### config.mk
export PLATFORM = sky130hd
export DESIGN_NAME = crypto_reg_arbiter
export DESIGN_NICKNAME = d
export VERILOG_FILES = /design/src/rtl/crypto_reg_arbiter.sv
export SDC_FILE = /design/constraint.sdc
export NUM_CORES = 1
export LEC_CHECK = 0
export CORE_AREA = 2 2 156 158
export DETAILED_ROUTE_END_ITERATION = 8
export DIE_AREA = 0 0 158 160
export PLACE_DENSITY = 0.52
export SKIP_LAST_GASP = 1
export SYNTH_ARGS = -nofsm -noshare
export SYNTH_HDL_FRONTEND = slang
export SYNTH_SLANG_ARGS = --single-unit
### constraint.sdc
create_clock -name clk -period 2.13 [get_ports clk]
set_input_delay 0.213 -clock clk [delete_from_list [all_inputs] [get_ports clk]]
set_output_delay 0.213 -clock clk [all_outputs]
set_load 0.1 [all_outputs]
### src/rtl/crypto_reg_arbiter.sv
// Arbitrates bus (B) and core (C) accesses to a crypto register bank, turning req/ack into one-cycle strobes.
// Optional register locking against bus access is enabled by defining CRYPTO_REG_LOCK_EN.
module crypto_reg_arbiter #(
  parameter int NUM_REGS = 8,
  parameter int DATA_W   = 16,
  parameter int ADDR_W   = 3
) (
  input  logic                       clk,
  input  logic                       rst,
  input  logic                       b_req,
  input  logic                       b_we,
  input  logic [ADDR_W-1:0]          b_addr,
  input  logic [DATA_W-1:0]          b_wdata,
  output logic                       b_ack,
  output logic                       b_err,
  output logic [DATA_W-1:0]          b_rdata,
  input  logic                       c_req,
  input  logic                       c_we,
  input  logic [ADDR_W-1:0]          c_addr,
  input  logic [DATA_W-1:0]          c_wdata,
  output logic                       c_ack,
  output logic                       c_err,
  output logic [DATA_W-1:0]          c_rdata,
`ifdef CRYPTO_REG_LOCK_EN
  input  logic [NUM_REGS-1:0]        lock_set,
  input  logic                       lock_clr_all,
`endif
  output logic [NUM_REGS-1:0]        save_info_bus,
  output logic [NUM_REGS-1:0]        send_info_bus,
  output logic [NUM_REGS-1:0]        save_info_reg,
  output logic [NUM_REGS-1:0]        send_info_reg,
  output logic [DATA_W-1:0]          save_data_bus,
  output logic [DATA_W-1:0]          save_data_reg,
  input  logic [NUM_REGS*DATA_W-1:0] send_data_bus_all,
  input  logic [NUM_REGS*DATA_W-1:0] send_data_reg_all
);

  typedef enum logic [1:0] {IDLE, ISSUE, RD_WAIT, RESP} state_e;

  state_e              state_q, state_d;
  logic                own_c_q, own_c_d;   // 1: core owns the current transaction
  logic                last_c_q, last_c_d;
  logic                we_q, we_d;
  logic [ADDR_W-1:0]   addr_q, addr_d;
  logic [DATA_W-1:0]   wdata_q, wdata_d;
  logic                err_q, err_d;
  logic [DATA_W-1:0]   b_rdata_q, b_rdata_d;
  logic [DATA_W-1:0]   c_rdata_q, c_rdata_d;

  logic                grant_c;
  logic                in_range, locked, reject;
  logic [NUM_REGS-1:0] sel_onehot;
  logic [NUM_REGS*DATA_W-1:0] rd_src, rd_shift;
  logic [DATA_W-1:0]   rd_slice;

  // Shifting past the vector width yields zero, so out-of-range indices select nothing.
  assign sel_onehot = NUM_REGS'(1) << addr_q;
  assign in_range   = (int'(addr_q) < NUM_REGS);
  assign rd_src     = own_c_q ? send_data_reg_all : send_data_bus_all;
  assign rd_shift   = rd_src >> (int'(addr_q) * DATA_W);
  assign rd_slice   = rd_shift[DATA_W-1:0];

`ifdef CRYPTO_REG_LOCK_EN
  logic [NUM_REGS-1:0] lock_mask_q, lock_mask_d;

  always_comb begin
    lock_mask_d = lock_clr_all ? '0 : (lock_mask_q | lock_set);
  end

  always_ff @(posedge clk) begin
    if (rst) lock_mask_q <= '0;
    else     lock_mask_q <= lock_mask_d;
  end

  assign locked = !own_c_q && |(lock_mask_q & sel_onehot);
`else
  assign locked = 1'b0;
`endif

  assign reject  = !in_range || locked;
  assign b_rdata = b_rdata_q;
  assign c_rdata = c_rdata_q;

  always_comb begin
    state_d       = state_q;
    own_c_d       = own_c_q;
    last_c_d      = last_c_q;
    we_d          = we_q;
    addr_d        = addr_q;
    wdata_d       = wdata_q;
    err_d         = err_q;
    b_rdata_d     = b_rdata_q;
    c_rdata_d     = c_rdata_q;
    grant_c       = 1'b0;
    save_info_bus = '0;
    send_info_bus = '0;
    save_info_reg = '0;
    send_info_reg = '0;
    save_data_bus = '0;
    save_data_reg = '0;
    b_ack         = 1'b0;
    c_ack         = 1'b0;
    b_err         = 1'b0;
    c_err         = 1'b0;
    case (state_q)
      IDLE: begin
        if (b_req || c_req) begin
          // On a tie the side that did not win last time gets the grant.
          grant_c  = c_req && (!b_req || !last_c_q);
          own_c_d  = grant_c;
          last_c_d = grant_c;
          we_d     = grant_c ? c_we    : b_we;
          addr_d   = grant_c ? c_addr  : b_addr;
          wdata_d  = grant_c ? c_wdata : b_wdata;
          state_d  = ISSUE;
        end
      end
      ISSUE: begin
        err_d = reject;
        if (reject) begin
          state_d = RESP;
        end else if (we_q) begin
          if (own_c_q) begin
            save_info_reg = sel_onehot;
            save_data_reg = wdata_q;
          end else begin
            save_info_bus = sel_onehot;
            save_data_bus = wdata_q;
          end
          state_d = RESP;
        end else begin
          if (own_c_q) send_info_reg = sel_onehot;
          else         send_info_bus = sel_onehot;
          state_d = RD_WAIT;
        end
      end
      RD_WAIT: begin
        if (own_c_q) c_rdata_d = rd_slice;
        else         b_rdata_d = rd_slice;
        state_d = RESP;
      end
      RESP: begin
        if (own_c_q) begin
          c_ack = 1'b1;
          c_err = err_q;
        end else begin
          b_ack = 1'b1;
          b_err = err_q;
        end
        state_d = IDLE;
      end
      default: state_d = IDLE;
    endcase
  end

  always_ff @(posedge clk) begin
    if (rst) begin
      state_q   <= IDLE;
      own_c_q   <= 1'b0;
      last_c_q  <= 1'b1;
      we_q      <= 1'b0;
      addr_q    <= '0;
      wdata_q   <= '0;
      err_q     <= 1'b0;
      b_rdata_q <= '0;
      c_rdata_q <= '0;
    end else begin
      state_q   <= state_d;
      own_c_q   <= own_c_d;
      last_c_q  <= last_c_d;
      we_q      <= we_d;
      addr_q    <= addr_d;
      wdata_q   <= wdata_d;
      err_q     <= err_d;
      b_rdata_q <= b_rdata_d;
      c_rdata_q <= c_rdata_d;
    end
  end

endmodule
==> metrics.txt, run 1 <==
Yosys warnings=0; clk_lat worst skew=0.30 ns; Final period util=0.938; Site Rows=57; status=complete, no violations; Worst setup SP type=flop; flop2flop setup slack=0.30 ns; worst vdd ir=0.387 mV; Setup crit end kind=output pin; pwr/cell area=818 nW/um^2; input/output buffers=397; clk_skew=0.00931 ns; Final min period=2.00 ns; mapped cell area=4770 um^2; Critical path buffers and inverters=3; global-route usage over all layers=0.199; layout cells sized above 1=0.260; H-Tree Depth=2; Chip Width=158 um; Vias=5593; # diodes=0; CTS tree=done; Post-DP Area=10000 um^2; # clock sinks=56; I/O Pins=400; Top delay family on crit path=buffers and inverters; CTS buffer count=5; post-route cell area=10200 um^2; Hold Violations, Final=0; WP data arrival=1.79 ns; final setup vio count=0; most common cell after layout, fill and taps aside=clkdlybuf4s50_1; Synth area leaders=dfxtp_1 (23%), mux2i_1 (18%), mux4_2 (15%); fillers=2362; #FFs+latches synth=56; dpl hpwl=21300 um; Unique masters post-synth=33; Synth area leader=dfxtp_1; Final Slew Violations=0; unrepaired setup endpoints after global routing=false; crit-path cells=inv_1 > ha_4 > nand2_1 > nor2_1 > buf_6 > and2_1 > buf_12; worst hold-check path type=reg2reg; initial antenna violation count=2; met3 Track Usage GR=0.0602; MaxCap Viol Count=0; met1 GRT Util=0.256; die height=160 um; largest net degree at the start of global routing=37; CP peak stage delay=0.35 ns; Initial DRT Pass Iterations=4; drt total wl=25700 um; drt drc=0; Reg clk slew, reported paths=0.07 ns; Via-to-Cell Ratio=4.50; ANT nets after route=0; most frequent cells in the layout=clkdlybuf4s50_1 (299), mux2i_1 (84), buf_12 (71); highest clock rate=500 MHz; remaining global-route overflow=0; data required time of the worst path=1.92 ns; Syn Inst Count=519; Hold Slack=0.449 ns; die area=25300 um^2; first-pass GRT wire length=37700 um; WS Path Type=reg2out; vias in the first global route=5916; slowest stage cell, crit path=dfxtp_1; Top Usage Layer GRT=met2; Initial Util=0.200; clk buf depth=2; routed len/inst=20.7 um; DR iter-0 viols=195; CP Max Fanout=16; Core ar.=23800 um^2; Static Leakage=3.68 nW; Seq/Total Area, Yosys=0.235; average size of a mapped cell=9.20 um^2; cts-stage hold buffer count=0; synth-to-layout area growth=115%; GRT met2 Usage=0.331; post-synth top area share=0.235; clock root buffer=clkbuf_16; fin nets=1224; gpl congestion=0.825
[logic make-up (layout without fill, tap and decap cells)]
group	Yosys count	in the layout	share of synthesized area
AOI/OAI and AO/OA	110	110	0.179
adders and majority gates	5	5	0.0131
buffers and inverters	56	456	0.0626
DFF	56	56	0.235
muxes	116	116	0.327
other	1	2	0.000786
and+or+nand+nor	175	175	0.182
[Yosys cell counts]
cell and count:
buf_2 11, a21boi_1 1, dfxtp_1 56, and4b_1 1, nand2_1 35, nor2_1 49
nand2b_1 1, mux2i_1 84, and3_1 1, nand3b_1 2, nor2b_1 1, conb_1 1
inv_2 1, buf_8 1, nor3_1 8, or2_1 3, o21ai_0 2, o221ai_1 32
a21oi_1 3, nand3_1 9, buf_1 3, mux4_2 32, a211oi_1 21, buf_4 7
buf_6 5, inv_1 5, a21oi_2 2, clkbuf_1 23, o21ai_1 32, o21a_1 1
o22ai_2 16, ha_1 5, and2_1 65
[layer usage]
metal	up-vias	wire [um]
met4	2	342
met2	251	12100
li1	2733	-
met1	2585	10700
met3	22	2510
met5	-	10
[worst reg2reg max path, stage by stage (launching register included)]
cell,delay (ns)
dfxtp_4,0.37
buf_4,0.16
buf_12,0.16
mux4_2,0.53
and2_1,0.23
o22ai_2,0.19
o21ai_1,0.08
[where the power goes]
part	internal, mW	switching, mW	leakage, nW
sequential	1.34	0.234	0.459
clock	0.471	0.418	0.0734
combinational	2.43	3.49	3.14
total	4.23	4.14	3.68
[path summary, 6_finish.rpt]
kind | start | endpoint | cells after the start
max | state_q[1] | save_data_reg[2] | 7
min | b_rdata[8] | b_rdata[8] | 2
max reg2reg | own_c_q | b_rdata[8] | 6
min reg2reg | b_rdata[8] | b_rdata[8] | 2
[registers in the layout, summed over array words and instances (netlist names)]
register / cells
last_c_q: 1
state_q: 2
wdata_q: 16
b_rdata: 16
c_rdata: 16
own_c_q: 1
addr_q: 3
we_q: 1
[repair_timing]
action,4_1_cts,5_1_grt
resized for setup,0,6
setup endpoints to repair,16,40
gates cloned,1,0
setup buffers,0,5
[final cells by class]
| class | instances | area (um^2) | share of cell area |
|---|---|---|---|
| tap | 324 | 405 | 0.0396 |
| clock inverter | 2 | 13.8 | 0.00134 |
| multi-input combinational | 408 | 3550 | 0.346 |
| timing repair buffer | 442 | 4990 | 0.487 |
| sequential | 56 | 1130 | 0.110 |
| clock buffer | 6 | 139 | 0.0136 |
| inverter | 6 | 22.5 | 0.00220 |
[stage by stage]
stage | TNS [ns] | total power [mW] | cells | util | setup WS (ns)
floorplan | -5.41 | 5.40 | 520 | - | -0.385
global placement | 0 | 7.46 | 1230 | 0.420 | 0.256
detailed placement | 0 | 7.48 | 1230 | 0.420 | 0.245
CTS | 0 | 8.44 | 1239 | 0.427 | 0.00566
global route | 0 | 8.93 | 1244 | 0.430 | 0.00155
finish | 0 | 8.38 | 1244 | 0.430 | 0.132
(Power assumes the default switching activity.)
==> inputs of run 2 (changes only) <==
--- a/config.mk
+++ b/config.mk
@@ -5,10 +5,11 @@
 export SDC_FILE = /design/constraint.sdc
 export NUM_CORES = 1
 export LEC_CHECK = 0
-export CORE_AREA = 2 2 156 158
+export CELL_PAD_IN_SITES_DETAIL_PLACEMENT = 2
+export CELL_PAD_IN_SITES_GLOBAL_PLACEMENT = 2
+export CORE_UTILIZATION = 17
 export DETAILED_ROUTE_END_ITERATION = 8
-export DIE_AREA = 0 0 158 160
-export PLACE_DENSITY = 0.52
+export PLACE_DENSITY = 0.8
 export SKIP_LAST_GASP = 1
 export SYNTH_ARGS = -nofsm -noshare
 export SYNTH_HDL_FRONTEND = slang
==> metrics.txt, run 2 (synthesized netlist as in run 1, its figures left out) <==
Vias=5897 (+5.4%); fin nets=1220 (-0.33%); Static Leakage=3.65 nW (-0.75%); I/O Pins=400 (unchanged); drt total wl=30200 um (+17%); Site Rows=60 (+5.3%); clock root buffer=clkbuf_16; sw frac=0.508 (+0.0129); largest net degree at the start of global routing=41 (+11%); Hold Path Sink=b_rdata[10]; Sequential Power Share=0.184 (-0.003); WS Path Type=reg2out; die area=28800 um^2 (+14%); Hold Crit Depth=2 (unchanged); fillers=2934 (+24%); CP Max Fanout=27 (+11); Worst setup SP type=flop; clock power share=0.106 (about the same); Initial DRT Pass Iterations=4 (unchanged); DR iter-0 viols=218 (+12%); post-route cell area=10300 um^2 (+0.33%); Placed Cells=1276 (+3.7%); P_sw=4.32 mW (+4.2%); routed len/inst=23.4 um (+13%); setup TNS=0 ns (unchanged); slowest stage cell, crit path=buf_4; final setup vio count=0 (unchanged); Hold Slack=0.455 ns (+0.00564 ns); Reg clk slew, reported paths=0.08 ns (about the same); gpl congestion=0.842 (+2.1%); Core ar.=27300 um^2 (+14%); Final period util=0.964 (+0.0263); worst hold-check path type=reg2reg; worst vdd ir=0.324 mV (-16%); unrepaired setup endpoints after global routing=true; crit-path cells=buf_4 > nand3_2 > nor2_4 > buf_12; Chip Width=170 um (+7.3%); remaining global-route overflow=0 (unchanged); Final min period=2.05 ns (+0.0561 ns); Max-slew headroom=0.661; Worst Max-Slew Pin Slew=0.509 ns; Top delay family on crit path=buffers and inverters; layout cells sized above 1=0.262 (+0.00223); R2R Path End=b_rdata[0]; MaxCap Viol Count=0 (unchanged); data required time of the worst path=1.92 ns (about the same); status=complete, no violations; R2R depth=6 (unchanged); most frequent cells in the layout=clkdlybuf4s50_1 (299), mux2i_1 (84), buf_12 (70); synth-to-layout area growth=115%; first-pass GRT wire length=43400 um (+15%); # clock sinks=56 (unchanged); highest clock rate=487 MHz (-2.7%); CP peak stage delay=0.42 ns (+0.07 ns); clk_lat worst skew=0.31 ns (about the same); Post-DP Area=10000 um^2 (+0.40%); Via-to-Cell Ratio=4.57 (+1.6%); most common cell after layout, fill and taps aside=clkdlybuf4s50_1; clk_skew=0.0115 ns (+0.00222 ns); ANT nets after route=0 (unchanged); Critical path buffers and inverters=2 (-1); Initial Util=0.175 (-0.0252); drt drc=0 (unchanged); global-route usage over all layers=0.206 (+0.00637); non-filler instance count after layout=1291 (+3.8%); Hold Violations, Final=0 (unchanged); Setup crit end kind=output pin; H-Tree Depth=2 (unchanged); CTS tree=done; cts-stage hold buffer count=0 (unchanged); input/output buffers=397 (unchanged); logic gate share of total power=0.710 (+0.003); CTS buffer count=5 (unchanged); Worst Hold Launch=b_rdata[10]; vias in the first global route=6627 (+12%); internal power=4.19 mW (-1.0%); flop2flop setup slack=0.16 ns (-0.14 ns); pwr/cell area=828 nW/um^2 (+1.2%); dpl hpwl=25200 um (+18%); reg-to-reg startpoint=own_c_q; Final Slew Violations=0 (unchanged); clk buf depth=2 (unchanged); die height=170 um (+6.0%); WP data arrival=1.84 ns (+0.05 ns); initial antenna violation count=3 (+1)
-- run 2: repair_timing --
item | CTS | global route
endpoints found under the setup margin | 44 | 34
gates resized for setup | 6 | 9
cloned | 0 | 1
setup buffers | 3 | 0
-- run 2: how the worst max path moves through the flow --
stage	slack, ns	endpoint	cells after the start	startpoint
6_report	0.08	save_info_bus[5]	4	addr_q[2]
5_1_grt	-0.001	save_info_bus[5]	4	addr_q[2]
4_1_cts	-0.006	save_data_bus[7]	7	state_q[1]
3_5_place_dp	0.18	b_rdata[0]	5	own_c_q
3_3_place_gp	0.19	b_rdata[0]	5	own_c_q
2_1_floorplan	-0.39	save_info_bus[1]	4	state_q[1]
-- run 2: power by group through the flow --
stage | registers, mW | logic [mW] | clock network, mW
detailed placement | 1.61 | 6.00 | 0
CTS | 1.56 | 6.08 | 0.934
finish | 1.56 | 6.04 | 0.901
floorplan | 2.19 | 3.21 | 0
global placement | 1.59 | 5.87 | 0
global route | 1.61 | 6.46 | 0.974
-- run 2: worst min-delay path, delay by kind of cell, from the launching register on --
kind             cells  cell delay [ns]
AO/OA/AOI/OAI        1             0.05
flip-flops           1             0.31
AND/OR/NAND/NOR      1             0.05
-- run 2: layout make-up --
cell class,count,area (um^2),area share
Antenna cell,3,7.51,0.000730
Clock buffer,6,139,0.0135
Clock inverter,2,13.8,0.00134
Inverter,6,22.5,0.00219
Multi-Input combinational cell,408,3580,0.348
Sequential cell,56,1130,0.110
Tap cell,372,465,0.0453
Timing Repair Buffer,438,4920,0.479
-- run 2: per-layer routing --
| layer | part of all wire | GRT usage | vias up |
|---|---|---|---|
| met5 | 0 | 0 | - |
| met4 | 0.014 | 0.0400 | 0 |
| met3 | 0.065 | 0.0504 | 23 |
| met2 | 0.50 | 0.357 | 215 |
| met1 | 0.42 | 0.257 | 2937 |
| li1 | - | - | 2722 |
-- run 2: through the flow --
step | power, mW | util | setup slack [ns]
6_report | 8.51 | 0.377 | 0.0758
5_1_grt | 9.04 | 0.377 | -0.00129
4_1_cts | 8.58 | 0.376 | -0.00575
3_5_place_dp | 7.61 | 0.368 | 0.180
3_3_place_gp | 7.46 | 0.368 | 0.187
2_1_floorplan | 5.40 | - | -0.385
==> inputs of run 3 (changes only) <==
--- a/config.mk
+++ b/config.mk
@@ -7,9 +7,11 @@
 export LEC_CHECK = 0
 export CELL_PAD_IN_SITES_DETAIL_PLACEMENT = 2
 export CELL_PAD_IN_SITES_GLOBAL_PLACEMENT = 2
-export CORE_UTILIZATION = 17
+export CORE_UTILIZATION = 18
+export CTS_CLUSTER_DIAMETER = 80
+export CTS_CLUSTER_SIZE = 30
 export DETAILED_ROUTE_END_ITERATION = 8
-export PLACE_DENSITY = 0.8
+export PLACE_DENSITY = 0.84
 export SKIP_LAST_GASP = 1
 export SYNTH_ARGS = -nofsm -noshare
 export SYNTH_HDL_FRONTEND = slang
==> constraint.sdc (replaced) <==
create_clock -name clk -period 2.5 [get_ports clk]
set_input_delay 0.25 -clock clk [delete_from_list [all_inputs] [get_ports clk]]
set_output_delay 0.25 -clock clk [all_outputs]
set_load 0.1 [all_outputs]
==> metrics.txt, run 3 (synthesized netlist as in run 1, its figures left out) <==
I/O Pins=400 (unchanged); unrepaired setup endpoints after global routing=false; global-route usage over all layers=0.198 (-0.00723); Chip Width=165 um (-2.8%); input/output buffers=397 (unchanged); die area=27200 um^2 (-5.5%); post-route cell area=9990 um^2 (-2.8%); WP data arrival=2.08 ns (+0.24 ns); worst hold-check path type=reg2reg; die height=165 um (-2.8%); drt drc=0 (unchanged); Final period util=0.934; Worst setup SP type=flop; Final Slew Violations=0 (unchanged); Core ar.=26100 um^2 (-4.4%); number of post-CTS setup repair buffers=0 (-3); Static Leakage=3.58 nW (-2.0%); Reg clk slew, reported paths=0.08 ns (about the same); dpl hpwl=23800 um (-5.7%); first-pass GRT wire length=39400 um (-9.1%); clock root buffer=clkbuf_16; setup TNS=0 ns (unchanged); synth-to-layout area growth=109%; Setup crit end kind=output pin; Initial Util=0.183 (+0.00801); fin nets=1206 (-1.1%); clk_lat worst skew=0.30 ns (about the same); MaxCap Viol Count=0 (unchanged); status=complete, no violations; most common cell after layout, fill and taps aside=clkdlybuf4s50_1; # clock sinks=56 (unchanged); Hold Violations, Final=0 (unchanged); initial antenna violation count=6 (+3); layout cells sized above 1=0.236 (-0.0259); routed len/inst=22.4 um (-4.0%); slowest stage cell, crit path=nand3b_1; DR iter-0 viols=132 (-39%); CP Max Fanout=8 (-70%); clk buf depth=2 (unchanged); vias in the first global route=6421 (-3.1%); total power=7.11 mW (-16%); PostCTS Resize Cnt=0 (-6); Final min period=2.33 ns; worst vdd ir=0.370 mV (+14%); Vias=5768 (-2.2%); fin util=0.383 (+0.00617); Initial DRT Pass Iterations=4 (unchanged); data required time of the worst path=2.25 ns (+0.33 ns); crit-path cells=inv_1 > ha_1 > nand3b_1 > nor3_2 > buf_12; CTS tree=done; ANT nets after route=0 (unchanged); CTS buffer count=5 (unchanged); gpl congestion=0.737 (-13%); fillers=2783 (-5.1%); clk_skew=0.00743 ns (-0.00410 ns); Post-DP Area=9810 um^2 (-2.2%); WS Path Type=reg2out; Via-to-Cell Ratio=4.66 (+1.9%); Top delay family on crit path=simple AND/OR/NAND/NOR gates; Critical path buffers and inverters=2 (unchanged); pwr/cell area=712 nW/um^2 (-14%); remaining global-route overflow=0 (unchanged); Worst Max-Slew Pin Slew=0.646 ns (+0.137 ns); Max-slew headroom=0.570 (-0.0911); cts-stage hold buffer count=0 (unchanged); most frequent cells in the layout=clkdlybuf4s50_1 (299), mux2i_1 (84), buf_12 (69); largest net degree at the start of global routing=39 (-4.9%); H-Tree Depth=2 (unchanged); Site Rows=59 (-1.7%); highest clock rate=428 MHz; Hold Slack=0.455 ns (-0.000150 ns); final setup vio count=0 (unchanged); drt total wl=27800 um (-7.9%); CP peak stage delay=0.45 ns (+0.03 ns)
[run 3: cell types whose count changed in the layout (fill, tap and decap cells not counted), sizes merged]
cell and change:
diode -1, clkbuf -1, buf -14, bufinv +1, inv +1, clkinvlp -1
[run 3: path summary, 6_finish.rpt]
path	endpoint	cells after the start	from	slack (ns)
worst min register to register	b_rdata[13]	2	b_rdata[13]	0.45
worst max-delay path	send_info_reg[0]	5	state_q[1]	0.17
worst min-delay path	b_rdata[13]	2	b_rdata[13]	0.45
worst max register to register	b_rdata[1]	6	own_c_q	0.45
[run 3: worst reg2reg max path: cells and delay by family, from the launching register on]
family | cells | cell delay [ns]
AO/OA/AOI/OAI | 3 | 0.51
buffers and inverters | 2 | 0.57
flip-flops | 1 | 0.54
multiplexers | 1 | 0.31
[run 3: area by class of cell]
cell class | instances | area (um^2) | area share
Timing Repair Buffer | 424 | 4790 | 0.480
Multi-Input combinational cell | 408 | 3450 | 0.345
Sequential cell | 56 | 1130 | 0.113
Tap cell | 335 | 419 | 0.0420
Clock buffer | 5 | 125 | 0.0125
Clock inverter | 3 | 45.0 | 0.00451
Inverter | 6 | 22.5 | 0.00225
Antenna cell | 2 | 5.00 | 0.000501
[run 3: stage by stage]
stage	worst slack, ns	cells
after CTS	0.138	1237
after detailed placement	0.452	1229
after global routing	0.0275	1237
after global placement	0.499	1229
final	0.166	1239
after floorplan	-0.718	520
[run 3: metal layers]
metal	share of wire	global-route usage	vias to the layer above	wire, um
met1	0.40	0.234	2833	11100
met5	0.0024	0	-	66
met3	0.080	0.0615	27	2210
met2	0.51	0.355	207	14200
met4	0.0094	0.0313	10	261
li1	-	-	2691	-
[run 3: power breakdown]
part	total [mW]	switching [mW]	internal, mW
Sequential	1.34	0.200	1.14
Combinational	4.94	3.01	1.93
Clock	0.839	0.361	0.479
